## config.mk

```make
export PLATFORM = sky130hd
export DESIGN_NAME = mux_sel_ctrl_flat
export DESIGN_NICKNAME = d
export VERILOG_FILES = /design/src/rtl/mux_pkg.sv /design/src/rtl/mux_sel_ctrl_if.sv /design/src/rtl/sync2.sv /design/src/rtl/mux_sel_ctrl.sv /design/src/flat_wrapper.sv
export SDC_FILE = /design/constraint.sdc
export NUM_CORES = 1
export LEC_CHECK = 0
export ABC_CLOCK_PERIOD_IN_PS = 2100
export CORE_MARGIN = 1.5
export CORE_UTILIZATION = 47
export DETAILED_ROUTE_END_ITERATION = 10
export PLACE_DENSITY_LB_ADDON = 0.2
export SLEW_MARGIN = 20
export SYNTH_ARGS = -nofsm -noshare
export SYNTH_HDL_FRONTEND = slang
export SYNTH_SLANG_ARGS = --single-unit
```

## constraint.sdc

```tcl
create_clock -name wb_clk_i -period 2.1 [get_ports wb_clk_i]
set_input_delay 0.525 -clock wb_clk_i [delete_from_list [all_inputs] [get_ports wb_clk_i]]
set_output_delay 0.525 -clock wb_clk_i [all_outputs]
set_load 0.02 [all_outputs]
```

## src/rtl/mux_pkg.sv

```systemverilog
// mux_pkg: shared state encoding and default widths for the mux select controller.
package mux_pkg;
    typedef enum logic [1:0] {MS_INIT, MS_RUN, MS_SETTLE, MS_HOLD_RST} ms_state_t;
    localparam int SEL_BITS_DEF   = 5;
    localparam int INPUT_BITS_DEF = 8;
    function automatic int max_int(input int a, input int b);
        return a > b ? a : b;
    endfunction
endpackage

```

## src/rtl/mux_sel_ctrl_if.sv

```systemverilog
// mux_sel_ctrl_if: pad-side pins and conditioned outputs toward the mux/design array.
interface mux_sel_ctrl_if #(
    parameter int SEL_BITS   = mux_pkg::SEL_BITS_DEF,
    parameter int INPUT_BITS = mux_pkg::INPUT_BITS_DEF
);
    logic [SEL_BITS-1:0]   sel_i;
    logic [INPUT_BITS-1:0] in_i;
    logic [SEL_BITS-1:0]   sel_o;
    logic [INPUT_BITS-1:0] in_o;
    logic                  rst_n_o;
    logic                  busy_o;
    modport master (output sel_i, in_i, input sel_o, in_o, rst_n_o, busy_o);
    modport slave  (input sel_i, in_i, output sel_o, in_o, rst_n_o, busy_o);
endinterface

```

## src/rtl/sync2.sv

```systemverilog
// sync2: two-flop synchroniser for asynchronous pin buses.
module sync2 #(
    parameter int W = 1
) (
    input  logic         clk,
    input  logic         rst,
    input  logic [W-1:0] d,
    output logic [W-1:0] q
);
    logic [W-1:0] meta;
    always_ff @(posedge clk or posedge rst)
        if (rst) {q, meta} <= '0;
        else     {q, meta} <= {meta, d};
endmodule

```

## src/rtl/mux_sel_ctrl.sv

```systemverilog
// mux_sel_ctrl: debounces design-select pins, commits them, then pulses the designs' reset.
module mux_sel_ctrl
    import mux_pkg::*;
#(
    parameter int SEL_BITS      = SEL_BITS_DEF,
    parameter int INPUT_BITS    = INPUT_BITS_DEF,
    parameter int SETTLE_CYCLES = 16,
    parameter int RST_CYCLES    = 4
) (
    input logic            wb_clk_i,
    input logic            wb_rst_i,
    mux_sel_ctrl_if.slave  bus
);
    localparam int CW = $clog2(max_int(SETTLE_CYCLES, RST_CYCLES)) + 1;
    ms_state_t             state, nxt;
    logic [SEL_BITS-1:0]   sel_sync, cand;
    logic [INPUT_BITS-1:0] in_sync;
    logic [CW-1:0]         cnt;
    logic                  chg, stable, done, hold_done, live;
    sync2 #(.W(SEL_BITS))   u_sel_sync (.clk(wb_clk_i), .rst(wb_rst_i), .d(bus.sel_i), .q(sel_sync));
    sync2 #(.W(INPUT_BITS)) u_in_sync  (.clk(wb_clk_i), .rst(wb_rst_i), .d(bus.in_i),  .q(in_sync));
    always_comb begin
        chg       = sel_sync != bus.sel_o;
        stable    = sel_sync == cand;
        done      = stable && cnt == CW'(SETTLE_CYCLES - 1);
        hold_done = cnt == CW'(RST_CYCLES - 1);
        nxt = state == MS_INIT   ? (done ? MS_HOLD_RST : MS_INIT)
            : state == MS_RUN    ? (chg ? MS_SETTLE : MS_RUN)
            : state == MS_SETTLE ? (!chg ? MS_RUN : done ? MS_HOLD_RST : MS_SETTLE)
            :                      (hold_done ? MS_RUN : MS_HOLD_RST);
        live = nxt == MS_RUN || nxt == MS_SETTLE;
    end
    // Outputs are registered from the next state so sel_o and the reset pulse move together.
    always_ff @(posedge wb_clk_i or posedge wb_rst_i) begin
        if (wb_rst_i) begin
            state       <= MS_INIT;
            cand        <= '0;
            cnt         <= '0;
            bus.sel_o   <= '0;
            bus.in_o    <= '0;
            bus.rst_n_o <= 1'b0;
            bus.busy_o  <= 1'b1;
        end else begin
            state       <= nxt;
            bus.rst_n_o <= live;
            bus.in_o    <= live ? in_sync : '0;
            bus.busy_o  <= nxt != MS_RUN;
            case (state)
                MS_INIT: begin
                    cand <= sel_sync;
                    cnt  <= (!stable || done) ? '0 : cnt + CW'(1);
                    if (done) bus.sel_o <= cand;
                end
                MS_RUN: if (chg) begin
                    cand <= sel_sync;
                    cnt  <= '0;
                end
                MS_SETTLE: if (chg) begin
                    if (!stable) cand <= sel_sync;
                    if (done) bus.sel_o <= cand;
                    cnt <= (!stable || done) ? '0 : cnt + CW'(1);
                end
                default: cnt <= cnt + CW'(1);
            endcase
        end
    end
endmodule
```

## src/flat_wrapper.sv

```systemverilog
// flat-port wrapper written by rule: the top's interface ports become plain ports
module mux_sel_ctrl_flat import mux_pkg::*;
#(
    parameter int SEL_BITS      = SEL_BITS_DEF,
    parameter int INPUT_BITS    = INPUT_BITS_DEF,
    parameter int SETTLE_CYCLES = 16,
    parameter int RST_CYCLES    = 4
)
  (wb_clk_i, wb_rst_i, bus_sel_i, bus_in_i, bus_sel_o, bus_in_o, bus_rst_n_o, bus_busy_o);
  mux_sel_ctrl_if #(.SEL_BITS(SEL_BITS), .INPUT_BITS(INPUT_BITS)) bus_i ();
  input logic wb_clk_i;
  input logic wb_rst_i;
  input wire logic [$bits(bus_i.sel_i)-1:0] bus_sel_i;
  input wire logic [$bits(bus_i.in_i)-1:0] bus_in_i;
  output wire logic [$bits(bus_i.sel_o)-1:0] bus_sel_o;
  output wire logic [$bits(bus_i.in_o)-1:0] bus_in_o;
  output wire logic [$bits(bus_i.rst_n_o)-1:0] bus_rst_n_o;
  output wire logic [$bits(bus_i.busy_o)-1:0] bus_busy_o;
  assign bus_i.sel_i = bus_sel_i;
  assign bus_i.in_i = bus_in_i;
  assign bus_sel_o = bus_i.sel_o;
  assign bus_in_o = bus_i.in_o;
  assign bus_rst_n_o = bus_i.rst_n_o;
  assign bus_busy_o = bus_i.busy_o;
  mux_sel_ctrl #(.SEL_BITS(SEL_BITS), .INPUT_BITS(INPUT_BITS), .SETTLE_CYCLES(SETTLE_CYCLES), .RST_CYCLES(RST_CYCLES)) u_core (.wb_clk_i(wb_clk_i), .wb_rst_i(wb_rst_i), .bus(bus_i));
endmodule
```

Word level (Yosys, flattened, before mapping) --
Index checks and enable logic that the tools add are counted. W data, S select, Z words.
Operators by class: shifts and indexed selects 0, bitwise operators 0, reductions and logical operators 10, equality and inequality tests 12, multiplexer cells 20, div/mod/pow operators 0, $lt $le $gt $ge 0, multipliers 0, $add $sub $neg 1
Operators with widths (number):
- $mux W5 | 8
- $pmux W5 S3 | 2
- $mux W2 | 7
- $pmux W5 S2 | 1
- $mux W8 | 1
- $ne A2 B1 Y1 const B | 3
- $add A5 B1 Y5 const B | 1
- $eq A5 B2 Y1 const B | 1
- $eq A5 B4 Y1 const B | 1
- $eq A5 B5 Y1 | 1
- $ne A5 B5 Y1 | 1
- $eq A2 B1 Y1 const B | 2
- $eq A2 B2 Y1 const B | 2
- $reduce_and A2 Y1 | 2
- $reduce_and A4 Y1 | 1
- $reduce_bool A3 Y1 | 1
- $logic_not A2 Y1 | 1
- $logic_or A1 B1 Y1 | 2
- $ne A2 B2 Y1 const B | 1
- $reduce_bool A2 Y1 | 1
- $logic_and A1 B1 Y1 | 1
- $logic_not A1 Y1 | 1
- $mux W1 | 1
Word-level totals: bits in latches 0, word-level logic and storage cells 54, memories 0, bits in writable memories 0, memory bits (read-only) 0, register bits after elaboration 53

Longest topological paths before layout --
Gate-level depths: netlist of the first run.
depth in word-level cells 10, gate-level depth with buffers 7, gate-level depth less buffers 7

By module --
From an unflattened synthesis of the first run, not the netlist that was laid out.
Unflattened totals: cell total of the unflattened synthesis 142, area, all modules 1978.1 um2
Modules (own cells, without submodules):
- mux_sel_ctrl | seq. area each 676.9 um2, cells an instance 114, area an instance 1320.0 um2, instances 1
- sync2 at u_core.u_in_sync | seq. area each 400.4 um2, cells an instance 17, area an instance 404.1 um2, instances 1
- sync2 at u_core.u_sel_sync | seq. area each 250.2 um2, cells an instance 11, area an instance 254.0 um2, instances 1

Least setup slack after synthesis of the first run --
OpenSTA, ideal clock, no wires.
path type register -> register, from reg u_core.cnt[0], to reg u_core.cnt[2], setup time 66 ps, arrival time 2044 ps, path buffers 0, setup slack -9 ps, required time 2034 ps, stages on the path, launching flop included 8, cells stage by stage dfrtp_1 -> ha_1 -> and3_1 -> ha_1 -> or4_1 -> o21a_1 -> a21oi_1 -> a22o_1
Between the ends: cells in the longest elaborated chain, start to end 6, elaborated cells on any way between the ends 7, those cells by class add/sub (1); eq/ne (1); mux (3); reduce/logical (2)
RTL lines:
- from (decl) | line mux_sel_ctrl.sv:18 | logic [CW-1:0] cnt;
- from (signal assigned) | line mux_sel_ctrl.sv:51 | cnt <= (!stable || done) ? '0 : cnt + CW'(1);
- from (signal assigned) | line mux_sel_ctrl.sv:61 | cnt <= (!stable || done) ? '0 : cnt + CW'(1);
- from (signal assigned) | line mux_sel_ctrl.sv:63 | default: cnt <= cnt + CW'(1);
- parallel branches: the longest is 5 deep, another holds $add A5 B1 Y5
- $pmux W5 S3 (*) | line mux_sel_ctrl.sv:48 | case (state)
Every way passes the cells marked *. The select of a mux whose other input is x is not followed. A chain may end at the register's enable or synchronous reset.

Worst setup path in the final report of the first run --
from reg u_core.cnt[1], to reg u_core.cnt[3]
The elaborated chain is that of the path after synthesis.

==> results of run 1 <==
## timing repair
item | in CTS | in global routing
endpoints found under the setup margin | 11 | 10
hold endpoints to repair | 0 | 0
resized for setup | 6 | 2
buffers inserted | 3 | 0
pin swaps | 5 | 2
## final timing paths
path	start	to	slack, ns	cells after the start
max	u_core.cnt[1]	u_core.cnt[3]	0.04	7
min	u_core.u_in_sync.meta[2]	u_core.u_in_sync.q[2]	0.36	0
max reg2reg	u_core.cnt[1]	u_core.cnt[3]	0.04	7
min reg2reg	u_core.u_in_sync.meta[2]	u_core.u_in_sync.q[2]	0.36	0
max in group asynchronous	wb_rst_i	u_core.bus.busy_o	1.07	3
min in group asynchronous	wb_rst_i	u_core.u_in_sync.meta[7]	0.49	2
## metrics by stage
stage          setup WS [ns]  total power, W  std cells
3_5_place_dp         -0.0844         0.00118        233
2_1_floorplan         0.0238         0.00113        146
4_1_cts               0.0294         0.00179        244
3_3_place_gp         -0.0456         0.00118        233
5_1_grt               0.0154         0.00185        244
6_report              0.0414         0.00176        244
## synthesized netlist by cell type, types with 2 or more instances
cell / number / share of area
inv_1: 9 / 0.017
nor2b_1: 9 / 0.029
nor3_1: 2 / 0.0051
o2bb2ai_1: 2 / 0.0089
xor2_1: 2 / 0.0089
o21ai_0: 3 / 0.0076
ha_1: 3 / 0.019
mux2_2: 10 / 0.057
clkbuf_1: 2 / 0.0038
nor2_1: 6 / 0.011
a21oi_1: 4 / 0.010
nand3_1: 4 / 0.010
dfrtp_1: 52 / 0.66
o22ai_1: 2 / 0.0064
nand2_1: 6 / 0.011
xnor2_1: 8 / 0.036
o211ai_1: 2 / 0.0076
## kinds of logic (layout without fill, tap and decap cells)
group	Yosys count	in the layout	share of synthesized area
and+or+nand+nor	36	36	0.100
adders and majority gates	3	3	0.0191
DFF	53	53	0.675
muxes	10	10	0.0572
xor gates and xnor gates	10	10	0.0445
AOI/OAI and AO/OA	22	22	0.0807
buffers and inverters	12	60	0.0235
## metal layers
layer,global-route usage,vias to the layer above
met2,0.289,30
met4,0.0689,0
met1,0.206,623
met3,0.0450,4
li1,-,602
met5,0,-
## report_power, final
part           total (W)  switching (W)  internal, W
logic          0.0000929      0.0000427    0.0000502
clock network   0.000604       0.000299     0.000304
registers        0.00107      0.0000153      0.00105
## final cells by class
type                       count  area share
clock inverter                 1     0.00340
tap                           50      0.0243
multi-input combinational     81       0.248
sequential                    53       0.516
clock buffer                   7      0.0374
timing repair buffer          43       0.158
inverter                       9      0.0131
## flip-flops by register name, indices dropped and copies added (netlist names), 2 cells and up
name / count
u_core.bus.in_o: 8
u_core.bus.sel_o: 5
u_core.cand: 5
u_core.cnt: 5
u_core.state: 2
u_core.u_in_sync.meta: 8
u_core.u_in_sync.q: 8
u_core.u_sel_sync.meta: 5
u_core.u_sel_sync.q: 5
## critical path: cells and delay by family, from the launching register on
kind	cells	cell delay [ns]
compound gates	1	0.26
fa+ha+maj	2	0.35
flops	1	0.39
simple gates	4	1.00
==> impl_results.md, run 1 <==
* Result of the run: complete, no violations
* TritonCTS clock tree: yes
* Number of flops mapped to enable cells by yosys at 0
* Seq cells post-synth at 53
* Data arrival, critical path at 2.30 ns
* Placed instance area at 0.00241 mm2
* Total number of H-tree levels at 2
* Final core utilization at 0.644
* Fillcell total at 302
* Yosys warning count at 0
* Count of nets after finishing at ~210
* Top fanout value on the critical path at 4
* Top FF cell, synth: dfrtp_1
* First-pass GRT wire length at 5.55 mm
* Kind of end point of the critical path: flop
* Actual slew at the worst max-slew pin at 0.440 ns
* Total count of max-transition violations in the final report at 0
* Start-to-end type of the worst setup path: flop to flop
* Crit path launch type: flop
* Antenna violations before repair at 0
* Root buffer cell: clkbuf_8
* Number of ports placed on the die boundary at 30
* Number of max-cap violations at 0
* RSZ-0062 raised after global routing: no
* Fraction of final layout cells sized beyond drive strength 1 at 0.222
* 1st-pass router iterations at 4
* Worst hold margin at 0.355 ns
* Final setup violating endpoints at 0
* Sequential cell area fraction in the yosys report at 0.675
* Horizontal extent of the die at 67.7 um
* Post-route minimum period at 2.06 ns
* Count of standard-cell rows at 23
* VDD IR max at 0.561 mV
* DIE HEIGHT at 67.7 um
* HPWL Detailed at 2.48 mm
* Routed wire length on met2 at 1.79 mm
* Layout Skew at ~0.0045 ns
* Detail Route met3 WL at around 130 um
* CTS max path bufs at 2
* Number of unique standard cell types used by synthesis at 37
* Average detailed-routed wire length per instance at 13.8 um
* Period utilisation layout at 0.980
* Overall global routing resource usage at 0.171
* Area growth from synthesis to final layout at 30.8%
* Number of nets still failing antenna checks after routing at 0
* Most frequent cells in the layout: dfrtp_1, clkdlybuf4s50_1, buf_4, mux2_2, nor2b_1
* Core box area at 0.00400 mm2
* Post-synthesis cell area at ~0.0020 mm2
* Critical path, cell by cell: ha_2 > and3_4 > ha_4 > or4_1 > o21a_1 > nor4_1 > or3b_4
* Highest Signal Layer: met4
* Initial drt markers at 40
* Wirelength, routed at 3.38 mm
* Via count at 1,259
* Register Area at 0.00133 mm2
* Worst-skew pair later-pin latency at 0.29 ns
* FFs w/ async S/R, synth at 1.00
* Final estimated routing congestion in global placement at approximately 0.84
* Number of buffers inserted during clock tree synthesis at 5
* PortBufs at 29
* DRC violations left at 0
* Delay of the slowest critical-path stage at 0.39 ns
* Overall die area at 0.00458 mm2
* Reg clk slew, reported paths at 0.08 ns
* Pwr dens at 685 mW/mm2
* Maximum number of pins on one net before global-route repair at 28
* Multi-input combinational cell area at 638 um2
* Summed negative setup slack over all endpoints at 0 ns
* Syn Nets at between 150 and 200
* Aggregate global routing overflow at 0
* Commonest non-fill, non-tap cell in the layout: dfrtp_1
* Number of buffers inserted for hold repair after clock tree synthesis at 0
* Synthesized instance count at ~150
* TritonCTS sink count at 53
* Initial cell density of the core at 0.492
* Relative slew margins at 0.699
* Antenna cell count at 0
* Worst Hold Class: flop to flop
* Cell with the largest stage delay on the worst path: dfrtp_1
* Maximum clock frequency at 486 MHz
* Static leakage power at 1.11 nW
* Required time of the critical path at 2.34 ns
* Mean cell area of the mapped netlist at approximately 13 um2
* Number of global-route vias before repair at about 1,200
* Length of routed wiring on met1 at 1.43 mm
* Cell area after layout at 0.00257 mm2
* Vias per std cell at 5.16
* Final hold violations at 0
Power figures use the tool's default switching activity.
==> run 2: changes to the inputs <==
--- a/config.mk
+++ b/config.mk
@@ -10,6 +10,7 @@
 export CORE_UTILIZATION = 47
 export DETAILED_ROUTE_END_ITERATION = 10
 export PLACE_DENSITY_LB_ADDON = 0.2
+export SETUP_SLACK_MARGIN = 0.4
 export SLEW_MARGIN = 20
 export SYNTH_ARGS = -nofsm -noshare
 export SYNTH_HDL_FRONTEND = slang
==> impl_results.md, run 2 (synthesis results as in run 1) <==
* Initial drt markers at 120 (was 40)
* Final core utilization at 0.696 (was 0.644)
* First-pass GRT wire length at 6.14 mm (was 5.55 mm)
* Post-route minimum period at 1.99 ns (was 2.06 ns)
* 1st-pass router iterations at 4 (unchanged)
* Result of the run: complete, no violations (unchanged)
* Core box area at 0.00400 mm2 (unchanged)
* Summed negative setup slack over all endpoints at 0 ns (unchanged)
* Number of cells in the design after placement at 227 (was 233)
* Register Area at 0.00133 mm2 (about the same)
* Hold Path Cell Cnt at 0 (unchanged)
* Wirelength, routed at 3.93 mm (was 3.38 mm)
* TritonCTS clock tree: yes (unchanged)
* Crit path launch type: flop (unchanged)
* Maximum clock frequency at 502 MHz (was 486 MHz)
* Number of buffers inserted for hold repair after clock tree synthesis at 0 (unchanged)
* Most frequent cells in the layout: dfrtp_1, clkdlybuf4s50_1, dlygate4sd2_1, buf_4 (was dfrtp_1, clkdlybuf4s50_1, buf_4, mux2_2, nor2b_1)
* Via count at 1,352 (was 1,259)
* Pwr dens at 640 mW/mm2 (was 685 mW/mm2)
* Count of nets after finishing at 216 (was 211)
* Post-route insts no fill at 249 (was 244)
* Worst Hold Class: flop to flop (unchanged)
* Start-to-end type of the worst setup path: flop to flop (unchanged)
* Root buffer cell: clkbuf_8 (unchanged)
* Horizontal extent of the die at 67.7 um (unchanged)
* Area growth from synthesis to final layout at 41.4% (was 30.8%)
* Final hold violations at 0 (unchanged)
* Final setup violating endpoints at 0 (unchanged)
* Initial cell density of the core at 0.492 (unchanged)
* Relative slew margins at 0.650 (was 0.699)
* Required time of the critical path at 2.35 ns (was 2.34 ns)
* CTS max path bufs at 2 (unchanged)
* Vias per std cell at 5.43 (was 5.16)
* Logic depth of the worst register-to-register path at 7 (unchanged)
* RSZ-0062 raised after global routing: yes (was no)
* Period utilisation layout at 0.949 (was 0.980)
* Reg clk slew, reported paths at 0.10 ns (was 0.08 ns)
* Overall die area at 0.00458 mm2 (unchanged)
* Worst hold margin at 0.355 ns (about the same)
* Number of max-cap violations at 0 (unchanged)
* HPWL Detailed at 2.49 mm (was 2.48 mm)
* Final estimated routing congestion in global placement at 0.872 (was 0.836)
* Top fanout value on the critical path at 5 (was 4)
* Number of global-route vias before repair at 1,342 (was 1,222)
* Post-route total power at 0.00178 W (was 0.00176 W)
* Aggregate global routing overflow at 0 (unchanged)
* VDD IR max at 0.543 mV (was 0.561 mV)
* Total number of H-tree levels at 2 (unchanged)
* Average detailed-routed wire length per instance at 15.8 um (was 13.8 um)
* Static leakage power at 1.27 nW (was 1.11 nW)
* Actual slew at the worst max-slew pin at 0.512 ns (was 0.440 ns)
* Total count of max-transition violations in the final report at 0 (unchanged)
* Fraction of final layout cells sized beyond drive strength 1 at 0.382 (was 0.222)
* Number of nets still failing antenna checks after routing at 0 (unchanged)
* Antenna violations before repair at 0 (unchanged)
* Maximum number of pins on one net before global-route repair at 40 (was 28)
* Number of ports placed on the die boundary at 30 (unchanged)
* PortBufs at 29 (unchanged)
* Multi-input combinational cell area at 812 um2 (was 638 um2)
* Antenna cell count at 0 (unchanged)
* Number of buffers inserted during clock tree synthesis at 5 (unchanged)
* Layout Skew at 0.00444 ns (was 0.00453 ns)
* DRC violations left at 0 (unchanged)
* Fillcell total at 261 (was 302)
* Commonest non-fill, non-tap cell in the layout: dfrtp_1 (unchanged)
* Overall global routing resource usage at 0.188 (was 0.171)
* Kind of end point of the critical path: flop (unchanged)
* DIE HEIGHT at 67.7 um (unchanged)
* Count of standard-cell rows at 23 (unchanged)
* Worst-skew pair later-pin latency at 0.31 ns (was 0.29 ns)
* Data arrival, critical path at 2.25 ns (was 2.30 ns)
* TritonCTS sink count at 53 (unchanged)
run 2: cell count changes in the layout (fill, tap and decap cells not counted), sizes merged:
| cell | before | now |
|---|---|---|
| dlygate4sd2 | 0 | 14 |
| inv | 10 | 9 |
| buf | 14 | 19 |
| clkinvlp | 0 | 3 |
| clkdlybuf4s50 | 29 | 14 |
| clkdlybuf4s15 | 0 | 1 |
| clkbuf | 7 | 5 |
run 2: critical path, stage by stage, from the launching register on:
cell and delay [ns]:
dfrtp_1 0.39, ha_2 0.19, and3_4 0.18, ha_4 0.17, or4_4 0.43, o21a_4 0.24, a21oi_4 0.17, a22o_1 0.16
run 2: what timing repair did:
action                                  in CTS  in global routing
resized for setup                           37                 23
endpoints found under the hold margin        0                  0
endpoints found under the setup margin      39                 26
pin swaps                                    8                  8
setup buffers                               12                  2
run 2: path summary, 6_finish.rpt:
kind                                               end  slack [ns]                      start
worst min register to register  u_core.u_sel_sync.q[1]        0.36  u_core.u_sel_sync.meta[1]
min in group asynchronous               u_core.cand[2]        0.53                   wb_rst_i
worst max-delay path                     u_core.cnt[2]        0.11              u_core.cnt[0]
worst min-delay path            u_core.u_sel_sync.q[1]        0.36  u_core.u_sel_sync.meta[1]
worst max register to register           u_core.cnt[2]        0.11              u_core.cnt[0]
max in group asynchronous            u_core.bus.busy_o        1.02                   wb_rst_i
run 2: report_power, final:
| group | switching [W] | leakage [nW] | internal (W) | total, W |
|---|---|---|---|---|
| clock network | 0.000341 | 0.0423 | 0.000242 | 0.000583 |
| logic | 0.0000553 | 0.565 | 0.0000719 | 0.000127 |
| registers | 0.0000198 | 0.660 | 0.00105 | 0.00107 |
| total | 0.000416 | 1.27 | 0.00137 | 0.00178 |
run 2: layout make-up:
class	count	share of cell area
timing repair buffer	48	0.159
clock buffer	5	0.0247
multi-input combinational	81	0.292
inverter	9	0.0135
clock inverter	3	0.00944
tap	50	0.0225
sequential	53	0.479
run 2: layer usage:
| metal | vias to the layer above | track usage | wire length (um) |
|---|---|---|---|
| met5 | - | 0 | 0 |
| li1 | 606 | - | - |
| met4 | 0 | 0.0944 | 96 |
| met1 | 688 | 0.224 | 1510 |
| met2 | 49 | 0.315 | 2140 |
| met3 | 9 | 0.0467 | 186 |
run 2: through the flow:
stage / cell area [um2] / setup slack, ns
3_5_place_dp: 2400 / -0.0132
2_1_floorplan: 2010 / 0.179
3_3_place_gp: 2400 / 0.0769
4_1_cts: 2680 / 0.108
6_report: 2780 / 0.108
5_1_grt: 2780 / 0.0605
==> run 3: changes to the inputs <==
--- a/config.mk
+++ b/config.mk
@@ -5,9 +5,9 @@
 export SDC_FILE = /design/constraint.sdc
 export NUM_CORES = 1
 export LEC_CHECK = 0
-export ABC_CLOCK_PERIOD_IN_PS = 2100
+export ABC_CLOCK_PERIOD_IN_PS = 2580
 export CORE_MARGIN = 1.5
-export CORE_UTILIZATION = 47
+export CORE_UTILIZATION = 56
 export DETAILED_ROUTE_END_ITERATION = 10
 export PLACE_DENSITY_LB_ADDON = 0.2
 export SETUP_SLACK_MARGIN = 0.4
==> constraint.sdc (replaced) <==
create_clock -name wb_clk_i -period 2.58 [get_ports wb_clk_i]
set_input_delay 0.645 -clock wb_clk_i [delete_from_list [all_inputs] [get_ports wb_clk_i]]
set_output_delay 0.645 -clock wb_clk_i [all_outputs]
set_load 0.02 [all_outputs]
==> impl_results.md, run 3 (synthesis results as in run 1) <==
* 1st-pass router iterations at 4 (unchanged)
* Final setup violating endpoints at 0 (unchanged)
* Period utilisation layout at 0.831 (was 0.949)
* Logic depth of the worst register-to-register path at 7 (unchanged)
* Horizontal extent of the die at 62.3 um (was 67.7 um)
* Aggregate global routing overflow at 0 (unchanged)
* TritonCTS sink count at 53 (unchanged)
* Worst Hold Class: flop to flop (unchanged)
* Initial drt markers at 31 (was 120)
* Number of max-cap violations at 0 (unchanged)
* Clock Power Share at 0.271 (was 0.327)
* Number of global-route vias before repair at 1,341 (was 1,342)
* Maximum clock frequency at 466 MHz (was 502 MHz)
* Routed wire length on met2 at 1.81 mm (was 2.14 mm)
* Delay of the slowest critical-path stage at 0.51 ns (was 0.43 ns)
* Summed negative setup slack over all endpoints at 0 ns (unchanged)
* Terminus of the critical flop-to-flop path: u_core.cnt[3] (was u_core.cnt[2])
* Source of the critical timing path: u_core.cnt[0] (unchanged)
* DIE HEIGHT at 62.3 um (was 67.7 um)
* Core box area at 0.00336 mm2 (was 0.00400 mm2)
* Number of nets still failing antenna checks after routing at 0 (unchanged)
* Maximum number of pins on one net before global-route repair at 26 (was 40)
* Layout Skew at 0.00700 ns (was 0.00444 ns)
* CTS max path bufs at 2 (unchanged)
* Start-to-end type of the worst setup path: flop to flop (unchanged)
* Via count at 1,233 (was 1,352)
* Fillcell total at 243 (was 261)
* Initial cell density of the core at 0.585 (was 0.492)
* Top fanout value on the critical path at 5 (unchanged)
* HPWL Detailed at 2.41 mm (was 2.49 mm)
* Detail Route met3 WL at 137 um (was 186 um)
* Final hold violations at 0 (unchanged)
* Critical R2R Launch: u_core.cnt[0] (unchanged)
* Data arrival, critical path at 2.46 ns (was 2.25 ns)
* Most frequent cells in the layout: dfrtp_1, clkdlybuf4s50_1, mux2_2, nor2b_1 (was dfrtp_1, clkdlybuf4s50_1, dlygate4sd2_1, buf_4)
* Reg clk slew, reported paths at 0.14 ns (was 0.10 ns)
* Antenna violations before repair at 0 (unchanged)
* Area growth from synthesis to final layout at 25.6% (was 41.4%)
* Setup slack after placement at 0.307 ns (was -0.0132 ns)
* Count of standard-cell rows at 21 (was 23)
* Setup crit end: u_core.cnt[3] (was u_core.cnt[2])
* VDD IR max at 0.475 mV (was 0.543 mV)
* Fraction of final layout cells sized beyond drive strength 1 at 0.204 (was 0.382)
* Combinational Power Share at 0.058 (was 0.071)
* Overall die area at 0.00388 mm2 (was 0.00458 mm2)
* Required time of the critical path at 2.90 ns (was 2.35 ns)
* Length of routed wiring on met1 at 1.38 mm (was 1.51 mm)
* Count of nets after finishing at 203 (was 216)
* Antenna cell count at 0 (unchanged)
* Static leakage power at 1.04 nW (was 1.27 nW)
* DRC violations left at 0 (unchanged)
* Total number of H-tree levels at 2 (unchanged)
* TritonCTS clock tree: yes (unchanged)
* Crit path launch type: flop (unchanged)
* Critical path, cell by cell: ha_2 > and3_4 > ha_4 > or4_4 > o21a_4 > nor4_2 > or3b_4 (was ha_2 > and3_4 > ha_4 > or4_4 > o21a_4 > a21oi_4 > a22o_1)
* Overall global routing resource usage at 0.200 (was 0.188)
* Actual slew at the worst max-slew pin at 0.567 ns (was 0.512 ns)
* Post-route minimum period at 2.14 ns (was 1.99 ns)
* Kind of end point of the critical path: flop (unchanged)
* Reg2Reg Setup Slack at 0.44 ns (was 0.11 ns)
* Cell internal pwr at 0.00101 W (was 0.00137 W)
* Vias per std cell at 5.31 (was 5.43)
* Result of the run: complete, no violations (unchanged)
* Pwr dens at 524 mW/mm2 (was 640 mW/mm2)
* Seq pwr share at 0.670 (was 0.601)
* Commonest non-fill, non-tap cell in the layout: dfrtp_1 (unchanged)
* Final critical-path setup slack at 0.436 ns (was 0.108 ns)
* Number of buffers inserted during clock tree synthesis at 5 (unchanged)
* Cell with the largest stage delay on the worst path: or4_4 (unchanged)
* Switching fraction of total power at 0.223 (was 0.233)
* Average detailed-routed wire length per instance at 14.5 um (was 15.8 um)
* Wirelength, routed at 3.36 mm (was 3.93 mm)
* HP Start: u_core.u_in_sync.meta[1] (was u_core.u_sel_sync.meta[1])
* Relative slew margins at 0.622 (was 0.650)
* Total count of max-transition violations in the final report at 0 (unchanged)
* Root buffer cell: clkbuf_4 (was clkbuf_8)
* Number of ports placed on the die boundary at 30 (unchanged)
* Switching pwr at 0.000289 W (was 0.000416 W)
* First-pass GRT wire length at 6.00 mm (was 6.14 mm)
* Highest Signal Layer: met4 (unchanged)
* Final estimated routing congestion in global placement at 0.852 (was 0.872)
* PortBufs at 29 (unchanged)
* Worst-skew pair later-pin latency at 0.36 ns (was 0.31 ns)
* RSZ-0062 raised after global routing: yes (unchanged)
run 3: cell types whose count changed in the layout (fill, tap and decap cells not counted), sizes merged, moves of 3 or more:
| cell | change |
|---|---|
| clkinvlp | -3 |
| dlygate4sd2 | -14 |
| clkdlybuf4s50 | +14 |
| buf | -13 |
run 3: per-layer routing:
layer / vias up / GRT usage
li1: 580 / -
met1: 622 / 0.250
met2: 26 / 0.338
met3: 5 / 0.0543
met4: 0 / 0.0694
met5: - / 0
run 3: final cells by class:
class / instances / area, um2 / share of cell area
Clock buffer: 6 / 41.3 / 0.0167
Clock inverter: 2 / 13.8 / 0.00557
Inverter: 9 / 33.8 / 0.0137
Multi-Input combinational cell: 81 / 659 / 0.267
Sequential cell: 53 / 1330 / 0.537
Tap cell: 46 / 57.6 / 0.0233
Timing Repair Buffer: 35 / 338 / 0.137
run 3: per-stage QoR:
stage          power, W  hold slack [ns]  utilization  cell area [um2]  instances
6_report        0.00130            0.365        0.735             2470        232
5_1_grt         0.00136            0.379        0.735             2470        232
4_1_cts         0.00131            0.368        0.724             2440        232
3_5_place_dp   0.000955            0.336        0.694             2330        222
3_3_place_gp   0.000950            0.332        0.694             2330        222
2_1_floorplan  0.000919            0.331            -             1970        146
run 3: how the worst min path moves through the flow:
stage / end / slack (ns) / depth (start not counted)
floorplan: u_core.u_in_sync.q[0] / 0.33 / 0
global placement: u_core.u_in_sync.q[5] / 0.33 / 0
detailed placement: u_core.u_in_sync.q[1] / 0.34 / 0
CTS: u_core.u_in_sync.q[1] / 0.37 / 0
global route: u_core.u_in_sync.q[3] / 0.38 / 0
finish: u_core.u_in_sync.q[1] / 0.37 / 0
run 3: what timing repair did:
item                                    in CTS  in global routing
endpoints found under the hold margin        0                  0
endpoints found under the setup margin      10                 14
buffers inserted                             2                  0
pin swaps                                    3                  3
hold buffers                                 0                  0
gates resized for setup                      7                  9
run 3: critical path, delay by kind of cell (launching register included):
kind                     cells  cell delay, ns
adder cells (fa/ha/maj)      2            0.38
AND/OR/NAND/NOR              4            1.06
AO/OA/AOI/OAI                1            0.24
flip-flops                   1            0.41
run 3: power by group through the flow:
stage	Sequential [W]	Clock, W	Combinational, W
global route	0.000872	0.000408	0.0000853
finish	0.000868	0.000351	0.0000755
CTS	0.000869	0.000368	0.0000720
detailed placement	0.000886	0	0.0000690
floorplan	0.000882	0	0.0000369
global placement	0.000883	0	0.0000675
